### config.mk
export PLATFORM = sky130hd
export DESIGN_NAME = ifetch_unit
export DESIGN_NICKNAME = d
export VERILOG_FILES = /design/src/rtl/corerv_pkg.sv /design/src/rtl/ifetch_fifo.sv /design/src/rtl/ifetch_unit.sv
export SDC_FILE = /design/constraint.sdc
export NUM_CORES = 1
export LEC_CHECK = 0
export ABC_AREA = 1
export CAP_MARGIN = 10
export CORE_ASPECT_RATIO = 1.75
export CORE_MARGIN = 4
export CORE_UTILIZATION = 25
export DETAILED_ROUTE_END_ITERATION = 6
export PLACE_DENSITY = 0.47
export SLEW_MARGIN = 10
export SYNTH_ARGS = -nofsm -noshare
export SYNTH_HDL_FRONTEND = slang
export SYNTH_SLANG_ARGS = --single-unit
### constraint.sdc
create_clock -name clk -period 14.9 [get_ports clk]
set_clock_uncertainty 0.1 [all_clocks]
set_input_delay 2.98 -clock clk [delete_from_list [all_inputs] [get_ports clk]]
set_output_delay 2.98 -clock clk [all_outputs]
set_load 0.03 [all_outputs]
### src/rtl/corerv_pkg.sv
// -----------------------------------------------------------------------------
// corerv_pkg
// Shared constants and types for the core front end.
//   XLEN / ILEN    : address and instruction widths
//   RESET_PC       : default first fetch address
//   axi_resp_e     : AXI read-response codes
//   fetch_entry_t  : one buffered fetch {instr, pc[, fault]}
// Optional feature macro: IFETCH_FAULT_EN adds the per-entry fault bit.
// -----------------------------------------------------------------------------
package corerv_pkg;

    localparam int unsigned     XLEN     = 32;
    localparam int unsigned     ILEN     = 32;
    localparam logic [XLEN-1:0] RESET_PC = 32'h0000_0000;

    typedef enum logic [1:0] {
        OKAY   = 2'b00,
        EXOKAY = 2'b01,
        SLVERR = 2'b10,
        DECERR = 2'b11
    } axi_resp_e;

    typedef struct packed {
        logic [ILEN-1:0] instr;
        logic [XLEN-1:0] pc;
`ifdef IFETCH_FAULT_EN
        logic            fault;
`endif
    } fetch_entry_t;

endpackage

### src/rtl/ifetch_fifo.sv
// -----------------------------------------------------------------------------
// ifetch_fifo
// Synchronous instruction buffer holding fetch_entry_t records.
//   clk, rst  : clock, synchronous active-high reset
//   i_flush   : empties the buffer (wins over push and pop)
//   i_push    : write i_din at the tail
//   i_din     : entry to write
//   i_pop     : drop the head entry (ignored while empty)
//   o_head    : head entry, all-zero while empty
//   o_count   : number of valid entries
//   o_empty   : no entries
//   o_full    : DEPTH entries
// Push and pop may happen together at any occupancy; a write becomes
// visible at the head one cycle later.
// -----------------------------------------------------------------------------
module ifetch_fifo
    import corerv_pkg::*;
#(
    parameter int unsigned DEPTH = 4,
    localparam int unsigned PTR_W = $clog2(DEPTH),
    localparam int unsigned CNT_W = PTR_W + 1
) (
    input  logic             clk,
    input  logic             rst,
    input  logic             i_flush,
    input  logic             i_push,
    input  fetch_entry_t     i_din,
    input  logic             i_pop,
    output fetch_entry_t     o_head,
    output logic [CNT_W-1:0] o_count,
    output logic             o_empty,
    output logic             o_full
);

    fetch_entry_t     r_mem [DEPTH];
    logic [PTR_W-1:0] r_wptr;
    logic [PTR_W-1:0] r_rptr;
    logic [CNT_W-1:0] r_count;

    logic w_push;
    logic w_pop;

    assign o_count = r_count;
    assign o_empty = (r_count == '0);
    assign o_full  = (r_count == CNT_W'(DEPTH));

    assign w_pop  = i_pop  & ~o_empty & ~i_flush;
    assign w_push = i_push & ~i_flush & (~o_full | w_pop);

    // NOTE: state updates use non-blocking assignments so every flop samples
    // pre-edge values regardless of block ordering.
    always_ff @(posedge clk) begin
        if (rst || i_flush) begin
            r_wptr  <= '0;
            r_rptr  <= '0;
            r_count <= '0;
        end else begin
            if (w_push) r_wptr <= r_wptr + 1'b1;
            if (w_pop)  r_rptr <= r_rptr + 1'b1;
            r_count <= r_count + CNT_W'(w_push) - CNT_W'(w_pop);
        end
    end

    // NOTE: the storage array is not reset; the head is masked while empty,
    // so stale contents can never reach decode.
    always_ff @(posedge clk) begin
        if (w_push) r_mem[r_wptr] <= i_din;
    end

    assign o_head = o_empty ? '0 : r_mem[r_rptr];

endmodule

### src/rtl/ifetch_unit.sv
// -----------------------------------------------------------------------------
// ifetch_unit
// Instruction-fetch stage: issues word-aligned reads on the AXI4-Lite
// instruction read channel, buffers returned words with their PCs and hands
// them to decode over valid/ready. A redirect flushes buffered and in-flight
// fetches and restarts at the new target.
//   clk, rst             : clock, synchronous active-high reset
//   axi_imem_ar*         : read-address channel (araddr, arvalid, arready)
//   axi_imem_r*          : read-data channel (rdata, rresp, rvalid, rready)
//   redirect_valid/_pc   : one-cycle redirect from execute, pc[1:0] ignored
//   instr_valid/_ready   : decode handshake
//   instr, instr_pc      : instruction word and its PC
//   instr_fault          : head entry carried an error response
//                          (only with IFETCH_FAULT_EN)
// Optional feature macro: IFETCH_FAULT_EN.
// -----------------------------------------------------------------------------
module ifetch_unit #(
    parameter int unsigned     XLEN       = corerv_pkg::XLEN,
    parameter int unsigned     FIFO_DEPTH = 4,
    parameter logic [XLEN-1:0] RESET_PC   = corerv_pkg::RESET_PC
) (
    input  logic            clk,
    input  logic            rst,
    output logic [XLEN-1:0] axi_imem_araddr,
    output logic            axi_imem_arvalid,
    input  logic            axi_imem_arready,
    input  logic [31:0]     axi_imem_rdata,
    input  logic [1:0]      axi_imem_rresp,
    input  logic            axi_imem_rvalid,
    output logic            axi_imem_rready,
    input  logic            redirect_valid,
    input  logic [XLEN-1:0] redirect_pc,
    output logic            instr_valid,
    input  logic            instr_ready,
    output logic [31:0]     instr,
    output logic [XLEN-1:0] instr_pc
`ifdef IFETCH_FAULT_EN
    ,
    output logic            instr_fault
`endif
);

    import corerv_pkg::*;

    localparam int unsigned      CNT_W   = $clog2(FIFO_DEPTH) + 1;
    localparam logic [CNT_W:0]   DEPTH_C = (CNT_W + 1)'(FIFO_DEPTH);

    // Registered state
    logic             r_arvalid;
    logic [XLEN-1:0]  r_araddr;
    logic [XLEN-1:0]  r_resp_pc;     // PC of the next response to be kept
    logic [XLEN-1:0]  r_target;      // redirect target parked behind a stale AR
    logic             r_stale;       // pending AR belongs to the old stream
    logic [CNT_W-1:0] r_outstanding;
    logic [CNT_W-1:0] r_discard;     // responses still to be dropped
    logic             r_fault_stop;

    // Combinational
    logic             w_ar_hs, w_r_hs, w_push, w_drop, w_pop, w_fault_push;
    logic             w_empty, w_full, w_credit;
    logic [CNT_W-1:0] w_count, w_out_n, w_cnt_n, w_discard_n;
    logic [XLEN-1:0]  w_redir_pc, w_araddr_n, w_resp_pc_n, w_target_n;
    logic             w_arvalid_n, w_stale_n, w_fault_n;
    fetch_entry_t     w_din, w_head;
    logic             w_unused;

    assign w_redir_pc = {redirect_pc[XLEN-1:2], 2'b00};
    assign w_ar_hs    = r_arvalid & axi_imem_arready;
    // Credits guarantee FIFO room for every response, so R is always accepted.
    assign w_r_hs     = axi_imem_rvalid;
    assign w_drop     = w_r_hs & (r_discard != '0);
    // Responses arriving in a redirect cycle belong to the old stream.
    assign w_push     = w_r_hs & ~redirect_valid & (r_discard == '0);

    assign instr_valid = ~w_empty & ~redirect_valid;
    assign w_pop       = instr_valid & instr_ready;

    always_comb begin
        w_din       = '0;
        w_din.instr = axi_imem_rdata;
        w_din.pc    = r_resp_pc;
`ifdef IFETCH_FAULT_EN
        // SLVERR and DECERR both have bit 1 set.
        w_din.fault = axi_imem_rresp[1];
`endif
    end

`ifdef IFETCH_FAULT_EN
    assign w_fault_push = w_push & axi_imem_rresp[1];
`else
    assign w_fault_push = 1'b0;
`endif

    ifetch_fifo #(
        .DEPTH (FIFO_DEPTH)
    ) u_fifo (
        .clk     (clk),
        .rst     (rst),
        .i_flush (redirect_valid),
        .i_push  (w_push),
        .i_din   (w_din),
        .i_pop   (w_pop),
        .o_head  (w_head),
        .o_count (w_count),
        .o_empty (w_empty),
        .o_full  (w_full)
    );

    // NOTE: every signal driven here is given its hold value first, so no
    // path through the block can infer a latch.
    always_comb begin
        w_out_n     = r_outstanding + CNT_W'(w_ar_hs) - CNT_W'(w_r_hs);
        w_cnt_n     = w_count + CNT_W'(w_push) - CNT_W'(w_pop);
        w_discard_n = r_discard;
        w_araddr_n  = r_araddr;
        w_resp_pc_n = r_resp_pc;
        w_target_n  = r_target;
        w_stale_n   = r_stale;
        w_fault_n   = r_fault_stop;

        if (w_push)       w_resp_pc_n = r_resp_pc + XLEN'(4);
        if (w_drop)       w_discard_n = r_discard - 1'b1;
        if (w_ar_hs)      w_araddr_n  = r_araddr + XLEN'(4);
        if (w_fault_push) w_fault_n   = 1'b1;

        // A stale AR accepted now will return a word that must be dropped;
        // fetching then continues from the parked target.
        if (w_ar_hs && r_stale) begin
            w_discard_n = w_discard_n + 1'b1;
            w_araddr_n  = r_target;
            w_stale_n   = 1'b0;
        end

        if (redirect_valid) begin
            w_cnt_n     = '0;
            w_resp_pc_n = w_redir_pc;
            // Everything in flight after this cycle is old-stream traffic.
            w_discard_n = w_out_n;
            w_fault_n   = 1'b0;
            if (r_arvalid && !axi_imem_arready) begin
                // AR must stay stable until accepted: park the target.
                w_stale_n  = 1'b1;
                w_target_n = w_redir_pc;
            end else begin
                w_araddr_n = w_redir_pc;
                w_stale_n  = 1'b0;
            end
        end

        w_credit    = ({1'b0, w_out_n} + {1'b0, w_cnt_n}) < DEPTH_C;
        w_arvalid_n = (r_arvalid & ~axi_imem_arready) | (w_credit & ~w_fault_n);
    end

    always_ff @(posedge clk) begin
        if (rst) begin
            r_arvalid     <= 1'b0;
            r_araddr      <= RESET_PC;
            r_resp_pc     <= RESET_PC;
            r_target      <= RESET_PC;
            r_stale       <= 1'b0;
            r_outstanding <= '0;
            r_discard     <= '0;
            r_fault_stop  <= 1'b0;
        end else begin
            r_arvalid     <= w_arvalid_n;
            r_araddr      <= w_araddr_n;
            r_resp_pc     <= w_resp_pc_n;
            r_target      <= w_target_n;
            r_stale       <= w_stale_n;
            r_outstanding <= w_out_n;
            r_discard     <= w_discard_n;
            r_fault_stop  <= w_fault_n;
        end
    end

    assign axi_imem_araddr  = r_araddr;
    assign axi_imem_arvalid = r_arvalid;
    assign axi_imem_rready  = 1'b1;
    assign instr            = w_head.instr;
    assign instr_pc         = w_head.pc;
`ifdef IFETCH_FAULT_EN
    assign instr_fault      = w_head.fault;
`endif

    assign w_unused = ^{axi_imem_rresp, redirect_pc[1:0], w_full};

endmodule

==> results of run 1 <==
worst reg2reg max path: cells and delay by family, from the launching register on:
family / cells / cell delay, ns
AND/OR/NAND/NOR: 5 / 1.67
buffers and inverters: 3 / 1.30
flip-flops: 1 / 0.30
adder cells (fa/ha/maj): 1 / 0.15
cells by family after synthesis:
logic type	after synthesis	synth area share, %
and+or+nand+nor	672	17.50
AOI/OAI and AO/OA	388	12.59
DFF	358	60.86
buffers and inverters	219	5.406
xor gates and xnor gates	34	1.878
adders and majority gates	20	1.720
other	2	0.04737
registers in the layout (all words and copies together) (netlist names), 2 cells and up, named ones only:
signal,flops
r_target,30
u_fifo.r_rptr,2
u_fifo.o_count,3
axi_imem_araddr,32
r_discard,3
u_fifo.r_mem,248
r_outstanding,3
u_fifo.r_wptr,2
r_resp_pc,30
routing by layer:
metal / GRT usage, % / wire length [um]
met1: 15.52 / 19130
met3: 2.558 / 2318
met4: 5.943 / 2047
met2: 25.19 / 24650
met5: 0 / 0
worst min path at each step:
stage | endpoint | slack [ns] | depth (start not counted)
finish | axi_imem_araddr[0] | 0.33 | 2
global route | axi_imem_araddr[0] | 0.34 | 2
CTS | axi_imem_araddr[0] | 0.33 | 2
detailed placement | axi_imem_araddr[1] | 0.32 | 2
global placement | axi_imem_araddr[1] | 0.32 | 2
floorplan | r_fault_stop | 0.32 | 2
layout make-up:
| cell class | instances | area, um^2 |
|---|---|---|
| clock buffer | 53 | 1111 |
| clock inverter | 13 | 152.6 |
| fill | 6433 | 42980 |
| inverter | 135 | 508.0 |
| multi-input combinational | 1117 | 5383 |
| sequential | 358 | 9654 |
| tap | 799 | 999.7 |
| timing repair buffer | 179 | 1742 |
stage by stage:
step | setup WS (ns) | cells
6_report | 7.779 | 2654
3_5_place_dp | 7.750 | 2588
5_1_grt | 7.756 | 2654
3_3_place_gp | 7.761 | 2588
2_1_floorplan | 7.698 | 1694
4_1_cts | 7.748 | 2654
power groups by stage:
| stage | clock network, uW | registers [uW] | logic, uW |
|---|---|---|---|
| after floorplan | 0 | 1190 | 190 |
| after global placement | 0 | 1180 | 335 |
| after detailed placement | 0 | 1180 | 339 |
| after CTS | 1000 | 1160 | 341 |
| after global routing | 1030 | 1170 | 375 |
| final | 968 | 1160 | 335 |
Yosys cell counts (4+ instances only):
library cell	number
a21oi_1	171
a31oi_1	8
buf_1	6
buf_2	19
clkbuf_1	56
dfxtp_1	110
edfxtp_1	248
ha_1	17
inv_1	126
inv_2	9
nand2_1	194
nand2_2	5
nand3_1	72
nand3b_1	4
nand4_1	21
nor2_1	348
nor2_2	6
nor3_1	14
o21ai_0	190
o22ai_1	5
xor2_1	33
layout by cell type, fill, tap and decap left out, types with 6 or more instances in the layout:
| master | n |
|---|---|
| nor3_1 | 14 |
| clkbuf_16 | 41 |
| edfxtp_1 | 248 |
| o21ai_0 | 190 |
| nand2_1 | 194 |
| xor2_1 | 33 |
| ha_1 | 17 |
| a21oi_1 | 171 |
| inv_1 | 126 |
| nor2_2 | 6 |
| inv_2 | 8 |
| nand3_1 | 72 |
| clkdlybuf4s50_1 | 161 |
| nand4_1 | 21 |
| dfxtp_1 | 108 |
| a31oi_1 | 8 |
| nor2_1 | 344 |
| clkbuf_1 | 8 |
| buf_4 | 16 |
==> metrics, run 1 <==
run status complete, no violations; number of post-CTS setup repair buffers 0; asr flop ratio synth 0%; initial antenna violation count 0; GPL Wtd Cong between 0.8 and 0.9; Seq/Total Area, Yosys about three fifths; hold_sp axi_imem_araddr[0]; sequential share of power a little under half; worst setup path endpoint instr_valid; CP endpoint kind primary output; unique cell type count in the Yosys netlist 39; crit share post-route a little under half; core area 62530 um^2; ys flop type edfxtp_1; vias in the first global route about 12000; Final ANT Viol Nets 0; Internal 1813 uW; Slew @ Worst Pin between 1 and 1.5 ns; DRT iter0 DRCs 441; RSZ-0062 raised after global routing false; layout cell share with drive strength beyond 1 just under 6%; wire length per cell roughly 18 um; Vias around 12000; area delta synth->final 23.30%; max-slew violations 0; Syn Area/Cell 9.365 um^2; CTS hold repair buffers 0; synth warn 0; global-route wire length before repair between 70 and 80 mm; grt ovf 0; # IOs 171; Critical Path RT ~12 ns; die height 341.1 um; CTS tree yes; row cnt between 100 and 150; Net count, final 1921; Via density 4.604; H-tree Lvls 2; power per cell area approximately 130 nW/um^2; largest net degree at the start of global routing a little under 100; Synth area leader edfxtp_1; combinational share of power a little over an eighth; HPWL after DPL between 30 and 40 mm; max incr delay on CP roughly 0.7 ns; Reg-to-Reg Start r_discard[0]; Critical path origin redirect_valid; final hold slack ~0.33 ns; number of cells on the worst reg-to-reg path 9; Yosys top cell area share between 40% and 50%; Worst Hold Class reg2reg; root buf cell clkbuf_16; Crit path arrival time roughly 4.0 ns; Tmin final approximately 7 ns; worst skew pair latency 0.55 ns; R2R Setup Slk 10.96 ns; WL final between 40 and 50 mm; Final setup viols 0; I/O Buffers roughly 160; Worst path depth 3; Max clock buf depth 3; largest cells by area after synthesis edfxtp_1 47%, dfxtp_1 14%, nor2_1 8.2%, o21ai_0 6.0%, a21oi_1 5.4%; critical path type in2out; Net Switching 653.9 uW; LEAKAGE ~0.0068 uW; Finished Cell Area approximately 20000 um^2; Crit path max-delay family buffers and inverters; Critical Path Source Type input pin; Max Cap Viol 0; CTS Buf Count 38; clock share of power 39.2%; post-layout util 31.27%; area of the die approximately 68000 um^2; CTS sink count between 300 and 400; total track usage 13.80%; Overall Power 2467 uW; switching share of power about a quarter; Final Hold Vio Count 0; clk slew on worst S/H paths approximately 0.060 ns; die width roughly 200 um; DR pass1 iterations 5; Post-Synthesis Cells between 1500 and 2000; #FFs+latches synth between 300 and 400; CTS resizes 0; Post-synth EDFFs roughly 250; slowest stage cell on the critical path clkdlybuf4s50_1; area of the mapped netlist 15860 um^2; DP Area ~18000 um^2; Max Clk Rate between 100 and 150 MHz; TNS Setup 0 ns; number of diodes 0; Slew Limit Headroom 23.48%; Worst VDD drop approximately 56 uV; crit path cell chain buf_2, nor2_1, clkdlybuf4s50_1; crit path max fanout 2; Starting Density 25.36%; Worst Path Buf+Inv 2; Worst R2R End u_fifo.r_mem[2][32]; DRC Markers 0
Note: power is estimated with default switching activity, not from simulation.
==> run 2, diff against run 1 <==
--- a/config.mk
+++ b/config.mk
@@ -11,7 +11,7 @@
 export CORE_MARGIN = 4
 export CORE_UTILIZATION = 25
 export DETAILED_ROUTE_END_ITERATION = 6
-export PLACE_DENSITY = 0.47
+export PLACE_DENSITY = 0.48
 export SLEW_MARGIN = 10
 export SYNTH_ARGS = -nofsm -noshare
 export SYNTH_HDL_FRONTEND = slang
==> constraint.sdc (replaced) <==
create_clock -name clk -period 6.33 [get_ports clk]
set_clock_uncertainty 0.1 [all_clocks]
set_input_delay 1.266 -clock clk [delete_from_list [all_inputs] [get_ports clk]]
set_output_delay 1.266 -clock clk [all_outputs]
set_load 0.03 [all_outputs]
==> metrics, run 2 (synthesis gave the netlist of run 1 again) <==
run status complete, no violations; RSZ-0062 raised after global routing false; root buf cell clkbuf_16; DRT iter0 DRCs around 530; worst skew pair latency ~0.56 ns; LEAKAGE 0.006846 uW; Worst VDD drop approximately 170 uV; Max Cap Viol 0; max incr delay on CP approximately 0.85 ns; Via density approximately 4.5; I/O Buffers between 150 and 200; TNS Setup 0 ns; CTS tree yes; clk slew on worst S/H paths approximately 0.06 ns; hold_sp axi_imem_araddr[0]; R2R Setup Slk about 2.7 ns; wire length per cell around 18 um; initial antenna violation count 2; grt ovf 0; DR pass1 iterations 5; Crit path arrival time roughly 3.8 ns; CTS Buf Count 37; CTS hold repair buffers 0; area of the die ~68000 um^2; Biggest register u_fifo.r_mem; max reg flops between 200 and 250; Starting Density between 20% and 30%; HPWL after DPL between 30 and 40 mm; largest net degree at the start of global routing between 70 and 80; crit path cell chain clkinv_2, buf_4, nor2_1, o21ai_0, a21oi_1, clkdlybuf4s50_1; Max Clk Rate 194.3 MHz; Worst Hold Class reg2reg; layout cell share with drive strength beyond 1 between 6 and 7%; Slew Limit Headroom between 20% and 30%; row cnt between 100 and 150; commonest non-fill, non-tap cell in the layout nor2_1; area delta synth->final 23.55%; most frequent cells in the layout 344 x nor2_1, 248 x edfxtp_1, 194 x nand2_1; CTS sink count 358; Max clock buf depth 3; Reg-to-Reg Start r_discard[0]; Critical Path Source Type register; critical path type reg2out; Vias 12100; vias in the first global route between 10000 and 15000; crit share post-route between 80% and 90%; Critical Path RT roughly 5.0 ns; die width 198.4 um; number of cells on the worst reg-to-reg path 9; WL final roughly 47 mm; Final WS setup 1.183 ns; post-layout util between 30 and 40%; total track usage between 10 and 15%; crit path max fanout 38; number of post-CTS setup repair buffers 0; Final Hold Vio Count 0; Tmin final 5.147 ns; die height between 300 and 400 um; max-slew violations 0; DRC Markers 0; core area roughly 63000 um^2; GPL Wtd Cong ~0.84; Net count, final around 1900; cell depth of the worst hold path 2; worst setup path endpoint instr_pc[8]; Place WS about 1.3 ns; CTS resizes 0; H-tree Lvls 2; global-route wire length before repair 72.31 mm; # IOs between 150 and 200; Final ANT Viol Nets 0; CP endpoint kind primary output; power per cell area between 200 and 300 nW/um^2; slowest stage cell on the critical path dfxtp_2; Slew @ Worst Pin roughly 1.2 ns; Final setup viols 0; Worst R2R End u_fifo.r_mem[3][42]
-- run 2: cell types whose count changed in the layout (fill, tap and decap cells not counted), sizes merged --
| cell | before | now |
|---|---|---|
| clkinvlp | 1 | 5 |
| diode | 0 | 1 |
| inv | 137 | 136 |
| buf | 18 | 23 |
| bufinv | 3 | 4 |
| clkbuf | 53 | 42 |
| clkinv | 7 | 14 |
-- run 2: critical path, delay by kind of cell (launching register included) --
kind                   cells  cell delay (ns)
buffers and inverters      3             1.90
flip-flops                 1             0.85
AO/OA/AOI/OAI              2             0.26
AND/OR/NAND/NOR            1             0.16
-- run 2: metal layers --
layer	GRT usage (%)	vias up	wire, um
li1	-	6015	-
met1	15.79	5702	18770
met2	24.88	299	24460
met3	2.301	78	2198
met4	5.484	2	1804
met5	0	-	14
-- run 2: worst min-delay path by stage --
| stage | to | slack [ns] |
|---|---|---|
| after global placement | axi_imem_araddr[1] | 0.32 |
| after floorplan | r_fault_stop | 0.32 |
| final | axi_imem_araddr[0] | 0.33 |
| after global routing | axi_imem_araddr[0] | 0.35 |
| after CTS | axi_imem_araddr[0] | 0.34 |
| after detailed placement | axi_imem_araddr[0] | 0.33 |
-- run 2: per-stage QoR --
| step | instances | instance area (um^2) | hold WS (ns) | total power [uW] |
|---|---|---|---|---|
| 2_1_floorplan | 1694 | 15860 | 0.3165 | 3258 |
| 3_3_place_gp | 2593 | 18360 | 0.3190 | 3583 |
| 3_5_place_dp | 2593 | 18360 | 0.3276 | 3589 |
| 4_1_cts | 2659 | 19590 | 0.3371 | 5839 |
| 5_1_grt | 2660 | 19590 | 0.3477 | 6025 |
| 6_report | 2660 | 19590 | 0.3330 | 5743 |
-- run 2: area by class of cell --
type,count,area (um^2)
fillers,6497,42940
flip-flops and latches,358,9654
multi-input cells,1117,5383
repair buffers,184,1817
well taps,799,999.7
clock buffers,42,965.9
inverters,135,508.0
clock inverters,24,259.0
diodes,1,2.502
-- run 2: power breakdown --
group / leakage [uW] / total [uW] / switching (uW) / internal [uW]
Clock: 0.000585 / 2220 / 941 / 1270
Sequential: 0.00316 / 2740 / 99.5 / 2640
Combinational: 0.00310 / 789 / 509 / 281
Total: 0.00685 / 5740 / 1550 / 4190
==> run 3, diff against run 2 <==
--- a/config.mk
+++ b/config.mk
@@ -11,7 +11,7 @@
 export CORE_MARGIN = 4
 export CORE_UTILIZATION = 25
 export DETAILED_ROUTE_END_ITERATION = 6
-export PLACE_DENSITY = 0.48
+export PLACE_DENSITY = 0.47
 export SLEW_MARGIN = 10
 export SYNTH_ARGS = -nofsm -noshare
 export SYNTH_HDL_FRONTEND = slang
==> constraint.sdc (replaced) <==
create_clock -name clk -period 5 [get_ports clk]
set_clock_uncertainty 0.1 [all_clocks]
set_input_delay 1 -clock clk [delete_from_list [all_inputs] [get_ports clk]]
set_output_delay 1 -clock clk [all_outputs]
set_load 0.03 [all_outputs]
==> metrics, run 3 (synthesis gave the netlist of run 1 again) <==
run status complete, no violations; CTS Buf Count 38; Worst R2R End axi_imem_arvalid; Final WS setup slightly below 0.8 ns; critical path type reg2out; DRC Markers 0; Starting Density roughly a quarter; CP endpoint kind primary output; area of the die 67670 um^2; I/O Buffers 163; Final setup viols 0; Critical Path RT approximately 4 ns; wire length per cell 17.97 um; CTS tree yes; GPL Wtd Cong 0.8250; max reg flops around 250; root buf cell clkbuf_16; Crit path arrival time around 3.1 ns; Max Clk Rate about 240 MHz; hold_sp axi_imem_araddr[0]; post-layout util around 31%; WL final about 48 mm; crit path max fanout 50; WHS Endpoint axi_imem_araddr[0]; commonest non-fill, non-tap cell in the layout nor2_1; area delta synth->final 23.30%; Final Hold Vio Count 0; HPWL after DPL 30.93 mm; Slew @ Worst Pin 1.197 ns; die height about 340 um; row cnt 121; crit share post-route around 85%; Place WS approximately 0.67 ns; Worst VDD drop 185.4 uV; DR pass1 iterations 4; most frequent cells in the layout 344 x nor2_1, 248 x edfxtp_1, 194 x nand2_1; Vias approximately 12000; power per cell area 369.7 nW/um^2; die width between 150 and 200 um; Net count, final 1924; worst skew pair latency about 0.54 ns; Max clock buf depth 3; Tmin final roughly 4.2 ns; CTS sink count about 360; R2R Setup Slk roughly 1.7 ns; Via density roughly 4.6; initial antenna violation count 2; Fillers roughly 6500; Worst Hold Class reg2reg; clk slew on worst S/H paths 0.06 ns; number of post-CTS setup repair buffers 0; Final ANT Viol Nets 0; vias in the first global route between 10000 and 15000; final hold slack between 0.3 and 0.4 ns; Biggest register u_fifo.r_mem; # IOs 171; number of cells on the worst reg-to-reg path 17; global-route wire length before repair 72.16 mm; layout cell share with drive strength beyond 1 about 5.8%; CTS resizes 0; largest net degree at the start of global routing between 60 and 70; Slew Limit Headroom approximately a fifth; cell depth of the worst hold path 2; Critical Path Source Type register; CTS hold repair buffers 0; Max Cap Viol 0; core area about 63000 um^2; Reg-to-Reg Start r_discard[0]; LEAKAGE between 0.006 and 0.007 uW; total track usage roughly 14%; RSZ-0062 raised after global routing false; TNS Setup 0 ns; max-slew violations 0; grt ovf 0; DRT iter0 DRCs 457; H-tree Lvls 2
[run 3: changes by cell type in the layout (fill, tap and decap cells not counted), moves of 2 or more]
cell / previous run / this run
buf_4: 18 / 15
clkinv_1: 6 / 4
clkbuf_1: 4 / 11
clkinvlp_4: 5 / 0
[run 3: final cells by class]
class | instances | area [um^2] | share of cell area [%]
Sequential cell | 358 | 9654 | 49.39
Timing Repair Buffer | 182 | 1814 | 9.281
Antenna cell | 2 | 5.005 | 0.02560
Clock inverter | 17 | 178.9 | 0.9153
Multi-Input combinational cell | 1117 | 5383 | 27.53
Tap cell | 799 | 999.7 | 5.114
Clock buffer | 50 | 1006 | 5.146
Inverter | 135 | 508.0 | 2.599
[run 3: report_power, final]
part	switching (uW)	leakage (uW)	internal [uW]
clock	1170	0.000581	1580
combinational	648	0.00309	357
sequential	128	0.00316	3340
total	1950	0.00683	5280
[run 3: layer usage]
metal / wire length [um] / part of all wire, % / global-route usage (%) / up-vias
met4: 1710 / 3.6 / 4.680 / 0
met2: 24680 / 52 / 25.26 / 311
met1: 19040 / 40 / 15.73 / 5894
met3: 2376 / 5.0 / 2.341 / 84
met5: 0 / 0 / 0 / -
li1: - / - / - / 6012
[run 3: how the worst max path moves through the flow]
stage / from / to / depth (start not counted)
2_1_floorplan: redirect_valid / u_fifo.r_mem[0][10] / 6
3_3_place_gp: axi_imem_rvalid / axi_imem_arvalid / 16
3_5_place_dp: axi_imem_rvalid / axi_imem_arvalid / 16
4_1_cts: register / instr[8] / 6
5_1_grt: register / instr_pc[2] / 6
6_report: register / instr[13] / 6
[run 3: stage by stage]
stage | std cells | power, uW | cell area [um^2]
floorplan | 1694 | 4124 | 15860
CTS | 2658 | 7352 | 19540
finish | 2660 | 7228 | 19550
global placement | 2591 | 4534 | 18360
detailed placement | 2591 | 4549 | 18360
global route | 2658 | 7567 | 19540
[run 3: worst max-delay path, stage by stage (launching register included)]
cell,delay [ns]
dfxtp_4,0.50
inv_2,0.11
buf_4,0.31
buf_4,0.48
o21ai_0,0.18
a21oi_1,0.23
clkdlybuf4s50_1,0.71
